===== config.mk =====
export PLATFORM = sky130hd
export DESIGN_NAME = spike_phase_encoder_flat
export DESIGN_NICKNAME = d
export VERILOG_FILES = /design/src/rtl/spike_phase_if.sv /design/src/rtl/spike_phase_encoder.sv /design/src/flat_wrapper.sv
export SDC_FILE = /design/constraint.sdc
export NUM_CORES = 1
export LEC_CHECK = 0
export CAP_MARGIN = 15
export CORE_UTILIZATION = 35
export CTS_CLUSTER_SIZE = 16
export DETAILED_ROUTE_END_ITERATION = 8
export PLACE_DENSITY = 0.64
export SLEW_MARGIN = 5
export SYNTH_ARGS = -nofsm -noshare
export SYNTH_HDL_FRONTEND = slang
export SYNTH_SLANG_ARGS = --single-unit

===== constraint.sdc =====
create_clock -name clk -period 1 [get_ports clk]
set_input_delay 0.1 -clock clk [delete_from_list [all_inputs] [get_ports clk]]
set_output_delay 0.1 -clock clk [all_outputs]
set_load 0.01 [all_outputs]

===== src/rtl/spike_phase_if.sv =====
// Output bundle of spike_phase_encoder: per-cycle first-spike phases, fired flags,
// saturating spike counts and the learning-rule strobe.
interface spike_phase_if #(
    parameter int PHASE_W = 8,
    parameter int CNT_W   = 4
);
    logic [PHASE_W-1:0] phase_pre;
    logic [PHASE_W-1:0] phase_post;
    logic               fired_pre;
    logic               fired_post;
    logic [CNT_W-1:0]   cnt_pre;
    logic [CNT_W-1:0]   cnt_post;
    logic               stdp_start;

    modport master (
        output phase_pre, phase_post, fired_pre, fired_post,
        output cnt_pre, cnt_post, stdp_start
    );

    modport slave (
        input phase_pre, phase_post, fired_pre, fired_post,
        input cnt_pre, cnt_post, stdp_start
    );
endinterface


===== src/rtl/spike_phase_encoder.sv =====
// Time-stamps the first pre/post spike of each gamma cycle with the oscillator phase
// and presents the completed cycle, double-buffered, to the phase-STDP rule.
module spike_phase_encoder #(
    parameter int PHASE_W     = 8,
    parameter int CNT_W       = 4,
    parameter int EDGE_DETECT = 1
) (
    input  logic               clk,
    input  logic               rst_n,
    input  logic [PHASE_W-1:0] gphase,
    input  logic               cycle_start,
    input  logic               spike_pre,
    input  logic               spike_post,
    spike_phase_if.master      enc
);

    localparam logic [CNT_W-1:0] CNT_MAX = {CNT_W{1'b1}};
    localparam logic [CNT_W-1:0] CNT_ONE = {{(CNT_W-1){1'b0}}, 1'b1};

    function automatic logic [CNT_W-1:0] sat_inc(input logic [CNT_W-1:0] v);
        return (v == CNT_MAX) ? v : (v + CNT_ONE);
    endfunction

    // Channel index 0 is pre, 1 is post.
    logic [1:0]         spike_s;
    logic [1:0]         spike_d_r;
    logic [1:0]         event_s;
    logic [1:0]         cap_fired_r;
    logic [1:0]         cap_fired_nxt_s;
    logic [PHASE_W-1:0] cap_phase_r     [2];
    logic [PHASE_W-1:0] cap_phase_nxt_s [2];
    logic [CNT_W-1:0]   cap_cnt_r       [2];
    logic [CNT_W-1:0]   cap_cnt_base_s  [2];
    logic [CNT_W-1:0]   cap_cnt_nxt_s   [2];

    logic [PHASE_W-1:0] phase_pre_r;
    logic [PHASE_W-1:0] phase_post_r;
    logic               fired_pre_r;
    logic               fired_post_r;
    logic [CNT_W-1:0]   cnt_pre_r;
    logic [CNT_W-1:0]   cnt_post_r;
    logic               stdp_start_r;

    assign spike_s = {spike_post, spike_pre};

    // Spike event: rising edge or raw level depending on EDGE_DETECT.
    always_comb begin
        if (EDGE_DETECT != 0) begin
            event_s = spike_s & ~spike_d_r;
        end else begin
            event_s = spike_s;
        end
    end

    // Next capture state; on a boundary clk the set restarts, and a coincident
    // event belongs to the new cycle.
    always_comb begin
        for (int i = 0; i < 2; i++) begin
            cap_fired_nxt_s[i] = (cap_fired_r[i] & ~cycle_start) | event_s[i];
            if (event_s[i] && (cycle_start || !cap_fired_r[i])) begin
                cap_phase_nxt_s[i] = gphase;
            end else if (cycle_start) begin
                cap_phase_nxt_s[i] = '0;
            end else begin
                cap_phase_nxt_s[i] = cap_phase_r[i];
            end
            cap_cnt_base_s[i] = cycle_start ? '0 : cap_cnt_r[i];
            if (event_s[i]) begin
                cap_cnt_nxt_s[i] = sat_inc(cap_cnt_base_s[i]);
            end else begin
                cap_cnt_nxt_s[i] = cap_cnt_base_s[i];
            end
        end
    end

    // Capture registers, edge history, output set and strobe.
    always_ff @(posedge clk or negedge rst_n) begin
        if (!rst_n) begin
            spike_d_r    <= 2'b00;
            cap_fired_r  <= 2'b00;
            for (int i = 0; i < 2; i++) begin
                cap_phase_r[i] <= '0;
                cap_cnt_r[i]   <= '0;
            end
            phase_pre_r  <= '0;
            phase_post_r <= '0;
            fired_pre_r  <= 1'b0;
            fired_post_r <= 1'b0;
            cnt_pre_r    <= '0;
            cnt_post_r   <= '0;
            stdp_start_r <= 1'b0;
        end else begin
            spike_d_r    <= spike_s;
            cap_fired_r  <= cap_fired_nxt_s;
            for (int i = 0; i < 2; i++) begin
                cap_phase_r[i] <= cap_phase_nxt_s[i];
                cap_cnt_r[i]   <= cap_cnt_nxt_s[i];
            end
            stdp_start_r <= cycle_start;
            if (cycle_start) begin
                phase_pre_r  <= cap_fired_r[0] ? cap_phase_r[0] : '0;
                phase_post_r <= cap_fired_r[1] ? cap_phase_r[1] : '0;
                fired_pre_r  <= cap_fired_r[0];
                fired_post_r <= cap_fired_r[1];
                cnt_pre_r    <= cap_cnt_r[0];
                cnt_post_r   <= cap_cnt_r[1];
            end
        end
    end

    assign enc.phase_pre  = phase_pre_r;
    assign enc.phase_post = phase_post_r;
    assign enc.fired_pre  = fired_pre_r;
    assign enc.fired_post = fired_post_r;
    assign enc.cnt_pre    = cnt_pre_r;
    assign enc.cnt_post   = cnt_post_r;
    assign enc.stdp_start = stdp_start_r;

endmodule

===== src/flat_wrapper.sv =====
// flat-port wrapper written by rule: the top's interface ports become plain ports
module spike_phase_encoder_flat 
#(
    parameter int PHASE_W     = 8,
    parameter int CNT_W       = 4,
    parameter int EDGE_DETECT = 1
)
  (clk, rst_n, gphase, cycle_start, spike_pre, spike_post, enc_phase_pre, enc_phase_post, enc_fired_pre, enc_fired_post, enc_cnt_pre, enc_cnt_post, enc_stdp_start);
  spike_phase_if #(.PHASE_W(PHASE_W), .CNT_W(CNT_W)) enc_i ();
  input  logic clk;
  input  logic rst_n;
  input  logic [PHASE_W-1:0] gphase;
  input  logic cycle_start;
  input  logic spike_pre;
  input  logic spike_post;
  output wire logic [$bits(enc_i.phase_pre)-1:0] enc_phase_pre;
  output wire logic [$bits(enc_i.phase_post)-1:0] enc_phase_post;
  output wire logic [$bits(enc_i.fired_pre)-1:0] enc_fired_pre;
  output wire logic [$bits(enc_i.fired_post)-1:0] enc_fired_post;
  output wire logic [$bits(enc_i.cnt_pre)-1:0] enc_cnt_pre;
  output wire logic [$bits(enc_i.cnt_post)-1:0] enc_cnt_post;
  output wire logic [$bits(enc_i.stdp_start)-1:0] enc_stdp_start;
  assign enc_phase_pre = enc_i.phase_pre;
  assign enc_phase_post = enc_i.phase_post;
  assign enc_fired_pre = enc_i.fired_pre;
  assign enc_fired_post = enc_i.fired_post;
  assign enc_cnt_pre = enc_i.cnt_pre;
  assign enc_cnt_post = enc_i.cnt_post;
  assign enc_stdp_start = enc_i.stdp_start;
  spike_phase_encoder #(.PHASE_W(PHASE_W), .CNT_W(CNT_W), .EDGE_DETECT(EDGE_DETECT)) u_core (.clk(clk), .rst_n(rst_n), .gphase(gphase), .cycle_start(cycle_start), .spike_pre(spike_pre), .spike_post(spike_post), .enc(enc_i));
endmodule

==> impl_metrics.json <==
{
  "outcome": "complete, but fails checks",
  "violations": "setup timing",
  "place_congestion": 0.750,
  "seq_area_um2": 1380,
  "syn_area_per_cell_um2": 11.3,
  "final_util_pct": 46.1,
  "dp_hpwl_um": 3050,
  "final.setup_skew_ps": 11.3,
  "fin_area_um2": 2910,
  "synthDistinctLibCells": 29,
  "critical_path.max_fanout": 8,
  "start_util_pct": 36.2,
  "nNetsFinal": 272,
  "start_kind": "flip-flop",
  "gr-usage-all-layers_pct": 14.5,
  "setup-tns-final_ps": -824,
  "dr.pass1.iters": 4,
  "postRouteAntennaNets": 0,
  "holdWs_ps": 96.2,
  "r2r_slack_ps": -100,
  "via_count": 1694,
  "clkTransAtPathRegs_ps": 100,
  "diodes": 0,
  "ys_seq_area_share_pct": 60.2,
  "hp-class": "in2reg",
  "worstSetupPathType": "reg2reg",
  "antenna_found_initial": 0,
  "areaGrowthSynthToFinish_pct": 27.4,
  "synth_common_cells": "55 x dfrtp_1, 24 x nand3_1, 16 x inv_1, 16 x o21ai_1, 10 x mux2_1",
  "final_hold_viol_count": 0,
  "yosysWarningCount": 0,
  "synth.area.top_cells": "dfrtp_1 60%, nand3_1 5.3%, mux2_1 4.9%, o21ai_1 3.5%, a31o_1 3.1%",
  "reg2reg_from": "u_core.spike_d_r[0]$_DFF_PN0_",
  "grt_max_degree": 56,
  "clock-sinks": 55,
  "p_seq_share_pct": 56.6,
  "fp.dieH_um": 82.8,
  "critPathArrivalTime_ps": 1320,
  "drv_cap": 0,
  "min_path_cells": 1,
  "routedWlPerCell_um": 14.2,
  "clock_path_buffers": 2,
  "crit_required_ps": 1230,
  "synth-async-reset-ratio_pct": 100,
  "core_area_um2": 6310,
  "worst_slack_ps": -98.0,
  "p_per_area_nw_per_um2": 1490,
  "drv_slew": 0,
  "finalSetupViolations": 14,
  "cellLeakagePower_uw": 0.00145,
  "io_buffers": 39,
  "total_power_uw": 4330,
  "min_from": "spike_post",
  "h-tree-depth": 2,
  "grt_pass1_wl_um": 8040,
  "slew_headroom_pct": 75.9,
  "cts_buffers": 5,
  "synth_edf_count": 0,
  "syn_area_um2": 2290,
  "synth.top_cell.area_share_pct": 60.2,
  "yosys.area.top_type": "dfrtp_1",
  "drive_gt1_share_pct": 30.0,
  "syn-num-nets": 216,
  "ios": 40,
  "yosysMostFrequentCell": "dfrtp_1",
  "rsz0062_at_grt": "yes",
  "max_freq_ghz": 0.911,
  "finalCritPeriodShare_pct": 110,
  "drc_errors": 0,
  "p_sw_share_pct": 27.0,
  "clkLatencyLatePin_ps": 320,
  "combPwrFrac_pct": 14.1,
  "p_switching_uw": 1170,
  "max-vdd-ir-drop_mv": 1.09,
  "synth_flop_cell": "dfrtp_1",
  "rows": 29,
  "grt_overflow_total": 0,
  "fp.dieW_um": 82.8,
  "cts-root-buf": "clkbuf_8",
  "max_slew.worst_pin.slew_ps": 361,
  "grt_pass1_vias": 1687,
  "power_frac_clock_pct": 29.4,
  "cts_tree": "built",
  "syn_inst": 203,
  "drt_iter0_drc": 91,
  "num-fill-cells": 607,
  "placed_cell_area_um2": 2830,
  "critPathCaptureType": "flip-flop",
  "worst-r2r-cell-count": 3,
  "reg2reg_to": "u_core.cap_phase_r[12]$_DFFE_PN0P_",
  "intPower_uw": 3160,
  "multi_input_area_um2": 817,
  "synth-seq-cells": 55,
  "period_needed_ps": 1100,
  "via_per_inst": 5.03,
  "hold-path-endpoint": "u_core.spike_d_r[1]$_DFF_PN0_",
  "die_area_um2": 6860,
  "routed_wl_um": 4790
}
[worst max path at each step]
| stage | from | end | slack, ps | depth (start not counted) |
|---|---|---|---|---|
| CTS | u_core.spike_d_r[0]$_DFF_PN0_ | u_core.cap_phase_r[15]$_DFFE_PN0P_ | -100 | 3 |
| floorplan | u_core.spike_d_r[0]$_DFF_PN0_ | u_core.cap_phase_r[10]$_DFFE_PN0P_ | -40 | 4 |
| global placement | spike_pre | u_core.cap_phase_r[10]$_DFFE_PN0P_ | -290 | 4 |
| finish | u_core.spike_d_r[0]$_DFF_PN0_ | u_core.cap_phase_r[12]$_DFFE_PN0P_ | -100 | 3 |
| global route | u_core.spike_d_r[1]$_DFF_PN0_ | u_core.cap_cnt_r[2]$_DFF_PN0_ | -150 | 3 |
| detailed placement | spike_post | u_core.cap_phase_r[6]$_DFFE_PN0P_ | -390 | 4 |
[layer usage]
| metal | GRT usage [%] | vias to the layer above | share of wire [%] |
|---|---|---|---|
| li1 | - | 815 | - |
| met1 | 20.4 | 825 | 48 |
| met2 | 21.6 | 47 | 44 |
| met3 | 3.88 | 7 | 6.4 |
| met4 | 5.64 | 0 | 1.1 |
| met5 | 0 | - | 0 |
[critical path, cell delays in order (launching register included)]
cell and delay (ps):
dfrtp_1 400, and2b_4 300, nand2_4 90, a31o_1 220
[layout make-up]
class                      count  area share, %
clock buffer                   6           2.49
clock inverter                 2          0.558
inverter                      17           2.19
multi-input combinational    118           28.0
sequential                    55           47.3
tap                           77           3.31
timing repair buffer          62           16.1
[metrics by stage]
step / std cells / setup WS (ps)
6_report: 337 / -98.0
5_1_grt: 337 / -147
4_1_cts: 335 / -95.3
3_5_place_dp: 319 / -387
3_3_place_gp: 319 / -294
2_1_floorplan: 203 / -41.0
[power groups by stage]
stage | sequential [uW] | combinational (uW) | clock, uW
after floorplan | 2500 | 267 | 0
after global placement | 2490 | 616 | 0
after detailed placement | 2490 | 624 | 0
after CTS | 2450 | 594 | 1300
after global routing | 2470 | 675 | 1380
final | 2450 | 609 | 1270
[cells in the final DEF, fill, tap and decap left out, types with 2 or more instances in the layout]
cell | netlist | routed
nand2b_4 | 1 | 3
a21oi_2 | 0 | 2
nand2_1 | 9 | 9
inv_1 | 16 | 16
nor2b_1 | 3 | 2
buf_6 | 1 | 2
mux2_1 | 10 | 9
nand3_1 | 24 | 24
buf_12 | 0 | 3
nor2_2 | 0 | 2
a21oi_1 | 7 | 5
and3_1 | 8 | 8
o211ai_1 | 8 | 8
a31o_1 | 8 | 8
nor2_1 | 6 | 4
buf_4 | 4 | 17
buf_2 | 9 | 29
a31oi_1 | 3 | 3
a211oi_2 | 2 | 2
clkbuf_8 | 0 | 5
dfrtp_2 | 0 | 2
clkdlybuf4s50_1 | 0 | 9
dfrtp_1 | 55 | 53
o21ai_1 | 16 | 16
[state kept, by name, summed over array words and instances (netlist names)]
name                   count
u_core.cap_fired_r         2
u_core.enc.phase_post      8
u_core.enc.cnt_pre         4
u_core.spike_d_r           2
u_core.enc.fired_pre       1
u_core.cap_phase_r        16
u_core.enc.cnt_post        4
u_core.enc.fired_post      1
u_core.enc.phase_pre       8
u_core.cap_cnt_r           8
u_core.enc.stdp_start      1
[timing repair]
action	CTS	global route
setup buffers	6	1
cloned	1	1
hold buffers	1	0
setup endpoints to repair	49	24
pin swaps	5	9
endpoints found under the hold margin	55	0
gates resized for setup	115	10
[cells by family after synthesis]
logic type / share of synthesized area, %
buffers and inverters: 6.73
flip-flops: 60.2
AO/OA/AOI/OAI: 13.6
AND/OR/NAND/NOR: 14.5
multiplexers: 4.93
Note: power is estimated with default switching activity, not from simulation.
